===== src/rtl/regfile_dump_if.sv =====
// regfile_dump_if: control, register-file read port and trace handshake of the dump reader.
interface regfile_dump_if #(
  parameter int ADDR_W = 5,
  parameter int DATA_W = 32
);
  logic              start;
  logic              abort;
  logic [ADDR_W-1:0] rd_addr;
  logic [DATA_W-1:0] rd_data;
  logic              busy;
  logic              out_valid;
  logic              out_ready;
  logic [ADDR_W-1:0] out_index;
  logic [DATA_W-1:0] out_data;
  logic              done;
  modport master (
    input  start, abort, rd_data, out_ready,
    output rd_addr, busy, out_valid, out_index, out_data, done
  );
  modport slave (
    output start, abort, rd_data, out_ready,
    input  rd_addr, busy, out_valid, out_index, out_data, done
  );
endinterface


===== src/rtl/regfile_dump_reader.sv =====
// regfile_dump_reader: walks the register file through one read port and streams (index, value) pairs.
module regfile_dump_reader #(
  parameter int NUM_REGS = 32,
  parameter int ADDR_W   = 5,
  parameter int DATA_W   = 32
) (
  input  logic clk,
  input  logic reset,
  regfile_dump_if.master bus
);
  typedef enum logic [1:0] {IDLE, READ, SEND, DONE} state_t;
  state_t            state_q, state_d;
  logic [ADDR_W-1:0] idx_q, idx_d, out_index_q, out_index_d;
  logic [DATA_W-1:0] out_data_q, out_data_d;
  logic              busy_q, busy_d, out_valid_q, out_valid_d, done_q, done_d;
  logic              last, accept;
  assign last   = idx_q == ADDR_W'(NUM_REGS - 1);
  assign accept = out_valid_q & bus.out_ready;
  always_comb begin
    state_d     = state_q;
    idx_d       = idx_q;
    out_index_d = out_index_q;
    out_data_d  = out_data_q;
    busy_d      = busy_q;
    out_valid_d = out_valid_q;
    done_d      = 1'b0;
    if (state_q != IDLE && bus.abort) begin
      state_d     = IDLE;
      idx_d       = '0;
      busy_d      = 1'b0;
      out_valid_d = 1'b0;
    end else begin
      case (state_q)
        IDLE: if (bus.start && !bus.abort) begin
          state_d = READ;
          idx_d   = '0;
          busy_d  = 1'b1;
        end
        READ: begin
          state_d     = SEND;
          out_data_d  = bus.rd_data;
          out_index_d = idx_q;
          out_valid_d = 1'b1;
        end
        SEND: if (accept) begin
          out_valid_d = 1'b0;
          // idx returns to 0 on the last pair so rd_addr idles at x0
          state_d     = last ? DONE : READ;
          idx_d       = last ? '0 : idx_q + ADDR_W'(1);
          busy_d      = !last;
          done_d      = last;
        end
        DONE: state_d = IDLE;
        default: state_d = IDLE;
      endcase
    end
  end
  always_ff @(posedge clk or posedge reset) begin
    if (reset) begin
      state_q     <= IDLE;
      idx_q       <= '0;
      out_index_q <= '0;
      out_data_q  <= '0;
      busy_q      <= 1'b0;
      out_valid_q <= 1'b0;
      done_q      <= 1'b0;
    end else begin
      state_q     <= state_d;
      idx_q       <= idx_d;
      out_index_q <= out_index_d;
      out_data_q  <= out_data_d;
      busy_q      <= busy_d;
      out_valid_q <= out_valid_d;
      done_q      <= done_d;
    end
  end
  assign bus.rd_addr   = idx_q;
  assign bus.busy      = busy_q;
  assign bus.out_valid = out_valid_q;
  assign bus.out_index = out_index_q;
  assign bus.out_data  = out_data_q;
  assign bus.done      = done_q;
endmodule


===== src/flat_wrapper.sv =====
// flat-port wrapper written by rule: the top's interface ports become plain ports
module regfile_dump_reader_flat 
#(
  parameter int NUM_REGS = 32,
  parameter int ADDR_W   = 5,
  parameter int DATA_W   = 32
)
  (clk, reset, bus_start, bus_abort, bus_rd_data, bus_out_ready, bus_rd_addr, bus_busy, bus_out_valid, bus_out_index, bus_out_data, bus_done);
  regfile_dump_if #(.ADDR_W(ADDR_W), .DATA_W(DATA_W)) bus_i ();
  input  logic clk;
  input  logic reset;
  input wire logic [$bits(bus_i.start)-1:0] bus_start;
  input wire logic [$bits(bus_i.abort)-1:0] bus_abort;
  input wire logic [$bits(bus_i.rd_data)-1:0] bus_rd_data;
  input wire logic [$bits(bus_i.out_ready)-1:0] bus_out_ready;
  output wire logic [$bits(bus_i.rd_addr)-1:0] bus_rd_addr;
  output wire logic [$bits(bus_i.busy)-1:0] bus_busy;
  output wire logic [$bits(bus_i.out_valid)-1:0] bus_out_valid;
  output wire logic [$bits(bus_i.out_index)-1:0] bus_out_index;
  output wire logic [$bits(bus_i.out_data)-1:0] bus_out_data;
  output wire logic [$bits(bus_i.done)-1:0] bus_done;
  assign bus_i.start = bus_start;
  assign bus_i.abort = bus_abort;
  assign bus_i.rd_data = bus_rd_data;
  assign bus_i.out_ready = bus_out_ready;
  assign bus_rd_addr = bus_i.rd_addr;
  assign bus_busy = bus_i.busy;
  assign bus_out_valid = bus_i.out_valid;
  assign bus_out_index = bus_i.out_index;
  assign bus_out_data = bus_i.out_data;
  assign bus_done = bus_i.done;
  regfile_dump_reader #(.NUM_REGS(NUM_REGS), .ADDR_W(ADDR_W), .DATA_W(DATA_W)) u_core (.clk(clk), .reset(reset), .bus(bus_i));
endmodule

===== config.mk =====
export PLATFORM = sky130hd
export DESIGN_NAME = regfile_dump_reader_flat
export DESIGN_NICKNAME = d
export VERILOG_FILES = /design/src/rtl/regfile_dump_if.sv /design/src/rtl/regfile_dump_reader.sv /design/src/flat_wrapper.sv
export SDC_FILE = /design/constraint.sdc
export NUM_CORES = 1
export LEC_CHECK = 0
export CORE_ASPECT_RATIO = 0.75
export CORE_MARGIN = 2
export CORE_UTILIZATION = 40
export CTS_CLUSTER_SIZE = 25
export DETAILED_ROUTE_END_ITERATION = 6
export PLACE_DENSITY = 0.75
export SYNTH_ARGS = -nofsm -noshare
export SYNTH_HDL_FRONTEND = slang
export SYNTH_SLANG_ARGS = --single-unit

===== constraint.sdc =====
create_clock -name clk -period 5.3 [get_ports clk]
set_input_delay 1.59 -clock clk [delete_from_list [all_inputs] [get_ports clk]]
set_output_delay 1.59 -clock clk [all_outputs]
set_load 0.1 [all_outputs]

======== Word-level counts from Yosys, hierarchy flattened ========
Index checks and enable logic that the tools add are counted.
storage, ports and cells
  flip-flop bits (word level) ............. 47
  input port bits ......................... 37
  output and inout bits ................... 45
  logic and storage cells ................. 48
cells by class
  add/subtract/negate cells ............... 1
  eq/ne operators ......................... 6
  mux-type cells .......................... 20
  bitwise gates (word level) .............. 2
  reductions and logical operators ........ 12
operators with widths
  cell                 number
  $mux 5               4
  $pmux 5 s2           1
  $mux 1               8
  $mux 2               4
  $pmux 2 s4           1
  $ne 3x1->1 const B   2
  $reduce_and 2->1     3
  $reduce_bool 3->1    2
  $add 5x1->5 const B  1
  $eq 5x5->1 const B   1
  $eq 2x2->1 const B   2
  $pmux 1 s2           2
  $reduce_and 3->1     1
  $eq 2x1->1 const B   1
  $logic_and 1x1->1    2
  $logic_not 1->1      2
  $logic_not 2->1      1
  $reduce_bool 2->1    1
  $and 1x1->1          1
  $not 1->1            1

======== Depth between registers and ports, before layout ========
Gate-level depths: netlist (run 1).
  depth in word-level cells ............... 5
  gate-level depth with buffers ........... 6
  depth with buffers taken out ............ 6

======== Least setup slack after synthesis (run 1) ========
Ideal clock, no wire load.
  path kind ............................... input -> register
  from .................................... input bus_abort
  to ...................................... register u_core.idx_q[4] (netlist: u_core.bus.rd_addr[4])
  library setup time ...................... 0.127 ns
  data arrival time ....................... 2.628 ns
  data required time ...................... 5.173 ns
  slack ................................... 2.546 ns
  stages on the path ...................... 4
  path buffers ............................ 1
  cell sequence ........................... buf_6 -> or4b_4 -> nand3_4 -> mux2_4
between the ends
  word-level cells in the longest chain between the ends .. 4
  elaborated cells on any way between the ends .. 8
  classes of those cells .................. eq/ne (2); mux (1); reduce/logical (5)
RTL lines
  element                     line                       source
  from (decl)                 flat_wrapper.sv:13         input wire logic [$bits(bus_i.abort)-1:0] bus_abort;
  $logic_not 1->1             regfile_dump_reader.sv:34  IDLE: if (bus.start && !bus.abort) begin
  $logic_and 1x1->1           regfile_dump_reader.sv:34
  $ne 3x1->1 (no line)        --
  $reduce_and 3->1 (no line)  --
  to (signal assigned)        regfile_dump_reader.sv:69  idx_q <= idx_d;
  to (decl)                   regfile_dump_reader.sv:13  logic [ADDR_W-1:0] idx_q, idx_d, out_index_q, out_index_d;
Parallel ways exist; a longest one is shown, timed or not.
A chain may end at the register's enable or synchronous reset.

======== Worst setup path in the final report (run 1) ========
  from .................................... register u_core.idx_q[2] (netlist: u_core.bus.rd_addr[2])
  to ...................................... output bus_rd_addr[2]
RTL lines
  element    line                source
  to (decl)  flat_wrapper.sv:16  output wire logic [$bits(bus_i.rd_addr)-1:0] bus_rd_addr;
No word-level cell between the ends.

==> impl_metrics.toml, run 1 <==
[detailed_routing]
drt-vias-per-instance = 4.85
first_iter_violations = 47
ant_nets = 0
maxUsedRoutingLayer = "met4"
totalWireLength_microns = 3950
wl_met1_microns = 2000
wl_met2_microns = 1600
first_pass_iters = 4
route.detailed.drc = 0
met3WireLength_microns = 324
wl_per_cell_microns = 14.2
vias = 1352

[clock_network]
root_buffer = "clkbuf_8"
post_cts_buffers = 0
clk-insertion-delay-late_ns = 0.29
cts_tree = "built"
clockBufferDepth = 2
clkTransAtPathRegs_ns = 0.08
cts_buffers = 5
htree_levels = 2
post_cts_resized = 0
cts-hold-fix-buffers = 0
clkSinkCount = 47

[worst_setup_path]
slowest_delay_ns = 1.17
worst_setup_path_start_kind = "flop"
end_kind = "primary output"
cp.buffers_inverters = 1
crit_type = "flop to primary output"
crit_required_ns = 3.71
critPathTopFamily = "buffers and inverters"
critical_path_arrival_ns = 1.91
cp_slowest_cell = "clkdlybuf4s50_1"
crit_chain = "clkdlybuf4s50_1"
critPathMaxFanout = 7

[synth]
synth_compound_area_share_pct = 2.46
synth_mux_area_share_pct = 23.5
yosysWarnings = 0
synth_top_flop_cell = "dfrtp_1"
synth_cell_types = 31
synth-simple-area-share_pct = 10.2
synth_edf_count = 0
synth_top_family_by_area = "multiplexers"
async_flop_share_pct = 100
netlist_area_sq_um = 1990
synth_most_common_cell = "dfrtp_1"
netlist_instances = 136
synth_xor_area_share_pct = 0
synth_nets = 176
synth_top_area_cell = "dfrtp_1"
ys_ff_latch = 47
yosysSeqAreaShare_pct = 59.2
synthTopCellsByArea = "dfrtp_1, mux2_2, ha_1"
syn_avg_cell_area_sq_um = 14.6
synth_top_area_share_pct = 59.2
synth_adder_area_share_pct = 1.89
ys_top_cells_by_count = "dfrtp_1, mux2_2"

[floorplanning]
core-area_sq_um = 4840
num_rows = 22
die_x_microns = 85.4
die_h_microns = 65.0
ioPinCount = 82
dieArea_sq_um = 5550
initial_utilization_pct = 41.0

[global_routing]
grt_pass1_vias = 1357
grt_overflow = 0
grt_max_degree = 48
antenna_found_initial = 0
grtUsageTotal_pct = 15.2
grt_pass1_wl_microns = 6640

[pwr]
power_leakage_nw = 1.24
p_per_area_nw_per_um2 = 582
worst_ir_drop_vdd_mv = 0.404
power.total_mw = 1.71

[cells_and_area]
fin_util_pct = 60.8
insertedDiodeCount = 0
nets = 258
drive_gt1_share_pct = 22.8
design_area_sq_um = 2950
area_growth_pct = 48.3

[timing]
hold_ws_ns = 0.491
hold_viol_final = 0
fmax_mhz = 286
finalCriticalPeriod_ns = 3.50
tns_ns = 0
skew_ns = 0.00345
tightest_slew_ns = 1.04
final-max-slew-violation-count = 0
relSlewSlack_pct = 30.8
rsz0062_at_grt = "no"
setup_viol_count_final = 0
min_period_over_period_pct = 66.0

[placement]
dpl_cell_area_sq_um = 2830
io_buffers = 81
gp_congestion = 0.832
dp_hpwl_microns = 2780

[outcome]
outcome = "complete, no violations"

[flow_run]
maxCapViolCount = 0

[worst_hold_path]
worst_hold_path_type = "flop to flop"
==> cell families (layout without fill, tap and decap cells) <==
| kind of cell | after synthesis | after routing |
|---|---|---|
| DFF | 47 | 47 |
| and+or+nand+nor | 27 | 27 |
| AOI/OAI and AO/OA | 9 | 9 |
| adders and majority gates | 3 | 3 |
| buffers and inverters | 9 | 92 |
| muxes | 41 | 41 |
==> report_power, final <==
part	total, mW	switching, mW	internal, mW
sequential	0.494	0.0503	0.444
clock	0.264	0.112	0.153
combinational	0.956	0.722	0.234
total	1.71	0.884	0.831
==> final cells by class <==
type                       instances  area [sq um]
tap                               60          75.1
clock inverter                     2          35.0
multi-input combinational         80           756
inverter                           3          11.3
clock buffer                       6          82.6
timing repair buffer              81           811
sequential                        47          1180
fill                             395          1900
==> path summary, 6_finish.rpt <==
check	from	slack [ns]	depth (start not counted)	endpoint
worst max register to register	u_core.state_q[1]	3.18	3	u_core.bus.out_data[15]
worst min register to register	u_core.bus.out_data[23]	0.49	1	u_core.bus.out_data[23]
min in group asynchronous	reset	1.83	2	u_core.bus.out_data[13]
max in group asynchronous	reset	2.87	2	u_core.bus.out_data[7]
worst max-delay path	u_core.bus.rd_addr[2]	1.80	1	bus_rd_addr[2]
worst min-delay path	u_core.bus.out_data[23]	0.49	1	u_core.bus.out_data[23]
==> sequential cells by signal (all words and copies together) (netlist names) <==
name                  flops
u_core.bus.out_data      32
u_core.bus.out_index      5
u_core.bus.rd_addr        5
u_core.state_q            2
u_core.bus.busy           1
u_core.bus.done           1
u_core.bus.out_valid      1
==> through the flow <==
step / instances / setup WS (ns)
4_1_cts: 279 / 1.78
3_5_place_dp: 271 / 1.61
2_1_floorplan: 136 / 2.55
5_1_grt: 279 / 1.72
3_3_place_gp: 271 / 1.66
6_report: 279 / 1.80
==> layer usage <==
metal / GRT usage (%) / vias up
met3: 4.59 / 6
met2: 21.7 / 59
met5: 0 / -
met1: 22.8 / 639
met4: 3.57 / 0
li1: - / 648
==> placed cells by master (no fill, tap or decap), drive strengths merged, types with 2 or more instances in the layout <==
cell,netlist,final
ha,3,3
nand2b,3,3
nor2,3,3
mux2,39,39
inv,3,3
a21oi,2,2
nand4b,2,2
o21ai,4,4
nor2b,3,3
mux2i,2,2
dfrtp,47,47
and3,3,3
nand3,3,3
a31oi,2,2
clkbuf,0,6
nand2,3,3
clkdlybuf4s50,0,81
Note: power is estimated with default switching activity, not from simulation.
==> inputs of run 2 (changes only) <==
==> constraint.sdc (replaced) <==
create_clock -name clk -period 3.6 [get_ports clk]
set_input_delay 1.08 -clock clk [delete_from_list [all_inputs] [get_ports clk]]
set_output_delay 1.08 -clock clk [all_outputs]
set_load 0.1 [all_outputs]
==> run 2 against run 1 <==
Worst hold slack better by 0.0030 ns; final cell count is 1.4% higher; power is 48% higher; register-to-register slack worse by 1.5 ns; critical endpoint is now u_core.bus.rd_addr[4]; via count is 2.8% higher; global-route usage is 0.62 points higher; final area is 2.3% lower.
==> impl_metrics.toml, run 2 (synthesis gave the netlist of run 1 again) <==
[pwr]
combPwrFrac_pct = 53.8
p_sw_share_pct = 51.5
p_per_area_nw_per_um2 = 884
pwr-share-clk_pct = 17.7
worst_ir_drop_vdd_mv = 0.609
power_leakage_nw = 1.32
net-switching-power_mw = 1.31
internal_power_mw = 1.23
p_seq_share_pct = 28.5
power.total_mw = 2.55

[worst_setup_path]
critPathTopFamily = "simple AND/OR/NAND/NOR gates"
critical_path_arrival_ns = 2.81
r2r_start = "u_core.bus.rd_addr[0]"
cp.buffers_inverters = 1
slowest_delay_ns = 0.65
crit_required_ns = 3.79
end_kind = "flop"
cp_slowest_cell = "clkdlybuf4s50_1"
worst_setup_path_start_kind = "primary input"
ff2ff_setup_slack_ns = 1.72
crit_type = "primary input to flop"
crit_chain = "clkdlybuf4s50_1 > or4b_4 > nand3_4 > mux2_4"
r2r-end = "u_core.bus.rd_addr[3]"
rr_worst_depth = 6
critPathMaxFanout = 9

[detailed_routing]
wl_per_cell_microns = 14.6
route.detailed.drc = 0
first_pass_iters = 4
vias = 1390
totalWireLength_microns = 4120
wl_met2_microns = 1820
first_iter_violations = 52
maxUsedRoutingLayer = "met4"
ant_nets = 0
drt-vias-per-instance = 4.91
wl_met1_microns = 1900
met3WireLength_microns = 380

[placement]
gp_congestion = 0.759
dp_hpwl_microns = 2980
io_buffers = 81

[cells_and_area]
final_cell_mix = "buf_4, dfrtp_1, clkdlybuf4s50_1, mux2_2, clkbuf_8"
nets = 262
num-fill-cells = 439
largest_register_ffs = 32
area_growth_pct = 44.9
drive_gt1_share_pct = 43.9
insertedDiodeCount = 0
multi_input_area_sq_um = 756
mostFrequentLayoutCell = "buf_4"
regArea_sq_um = 1180

[global_routing]
grt_max_degree = 26
grt_pass1_vias = 1423
grtUsageTotal_pct = 15.9
grt_pass1_wl_microns = 6910
grt_overflow = 0
antenna_found_initial = 0

[clock_network]
clk-insertion-delay-late_ns = 0.29
cts_buffers = 5
post_cts_resized = 0
clkSinkCount = 47
post_cts_buffers = 0
clockBufferDepth = 2
cts_tree = "built"
cts-hold-fix-buffers = 0
root_buffer = "clkbuf_8"
htree_levels = 2
clkTransAtPathRegs_ns = 0.09

[worst_hold_path]
min_path_cells = 1
worst_hold_path_type = "flop to flop"
holdPathEnd = "u_core.bus.out_data[23]"
min-delay-start = "u_core.bus.out_data[23]"

[timing]
min_period_over_period_pct = 72.8
skew_ns = 0.00466
relSlewSlack_pct = 68.3
tns_ns = 0
final-max-slew-violation-count = 0
fmax_mhz = 381
tightest_slew_ns = 0.473
hold_viol_final = 0
setup_viol_count_final = 0
finalCriticalPeriod_ns = 2.62
rsz0062_at_grt = "no"

[floorplanning]
initial_utilization_pct = 41.0
core-area_sq_um = 4840
ioPinCount = 82
dieArea_sq_um = 5550
die_x_microns = 85.4
die_h_microns = 65.0
num_rows = 22

[outcome]
outcome = "complete, no violations"

[flow_run]
maxCapViolCount = 0
-- run 2: changes by cell type in the layout (fill, tap and decap cells not counted) --
cell / before / now
buf_4: 0 / 49
clkdlybuf4s50_1: 81 / 36
bufinv_16: 1 / 2
clkbuf_1: 0 / 1
clkbuf_8: 6 / 5
clkinv_2: 1 / 0
-- run 2: worst register-to-register path, cell delays in order, from the launching register on --
cell and delay [ns]:
dfrtp_1 0.43, ha_1 0.24, and3_1 0.21, ha_1 0.23
nor4b_4 0.39, a31oi_1 0.14, a31oi_1 0.16
-- run 2: layout make-up --
class | instances | area share (%)
Sequential cell | 47 | 40.9
Inverter | 3 | 0.391
Clock inverter | 2 | 2.09
Multi-Input combinational cell | 80 | 26.2
Tap cell | 60 | 2.61
Timing Repair Buffer | 85 | 25.3
Clock buffer | 6 | 2.52
-- run 2: worst max-delay path by stage --
stage	slack, ns	depth (start not counted)	end	startpoint
detailed placement	0.70	4	u_core.bus.rd_addr[4]	bus_abort
finish	0.98	4	u_core.bus.rd_addr[4]	bus_abort
floorplan	1.33	6	u_core.bus.rd_addr[3]	u_core.bus.rd_addr[0]
global placement	0.77	4	u_core.bus.busy	bus_abort
global route	0.94	4	u_core.bus.rd_addr[4]	bus_abort
CTS	0.99	4	u_core.bus.rd_addr[4]	bus_abort
-- run 2: power by group through the flow --
stage / combinational (mW) / clock, mW / sequential [mW]
after floorplan: 0.166 / 0 / 1.65
after global placement: 1.37 / 0 / 0.730
after detailed placement: 1.38 / 0 / 0.736
after CTS: 1.38 / 0.462 / 0.726
after global routing: 1.41 / 0.494 / 0.745
final: 1.37 / 0.450 / 0.725
-- run 2: layer usage --
| layer | vias to the layer above | global-route usage [%] |
|---|---|---|
| met5 | - | 0 |
| met2 | 57 | 24.4 |
| li1 | 654 | - |
| met1 | 676 | 22.0 |
| met3 | 3 | 5.48 |
| met4 | 0 | 2.98 |
-- run 2: metrics by stage --
stage          utilization (%)  instances  setup WS (ns)  hold slack, ns  area [sq um]
2_1_floorplan                -        136           1.33           0.597          1990
3_3_place_gp              56.7        275          0.771           0.471          2750
3_5_place_dp              56.7        275          0.698           0.478          2750
4_1_cts                   59.4        283          0.989           0.499          2880
5_1_grt                   59.4        283          0.940           0.535          2880
6_report                  59.4        283          0.979           0.494          2880
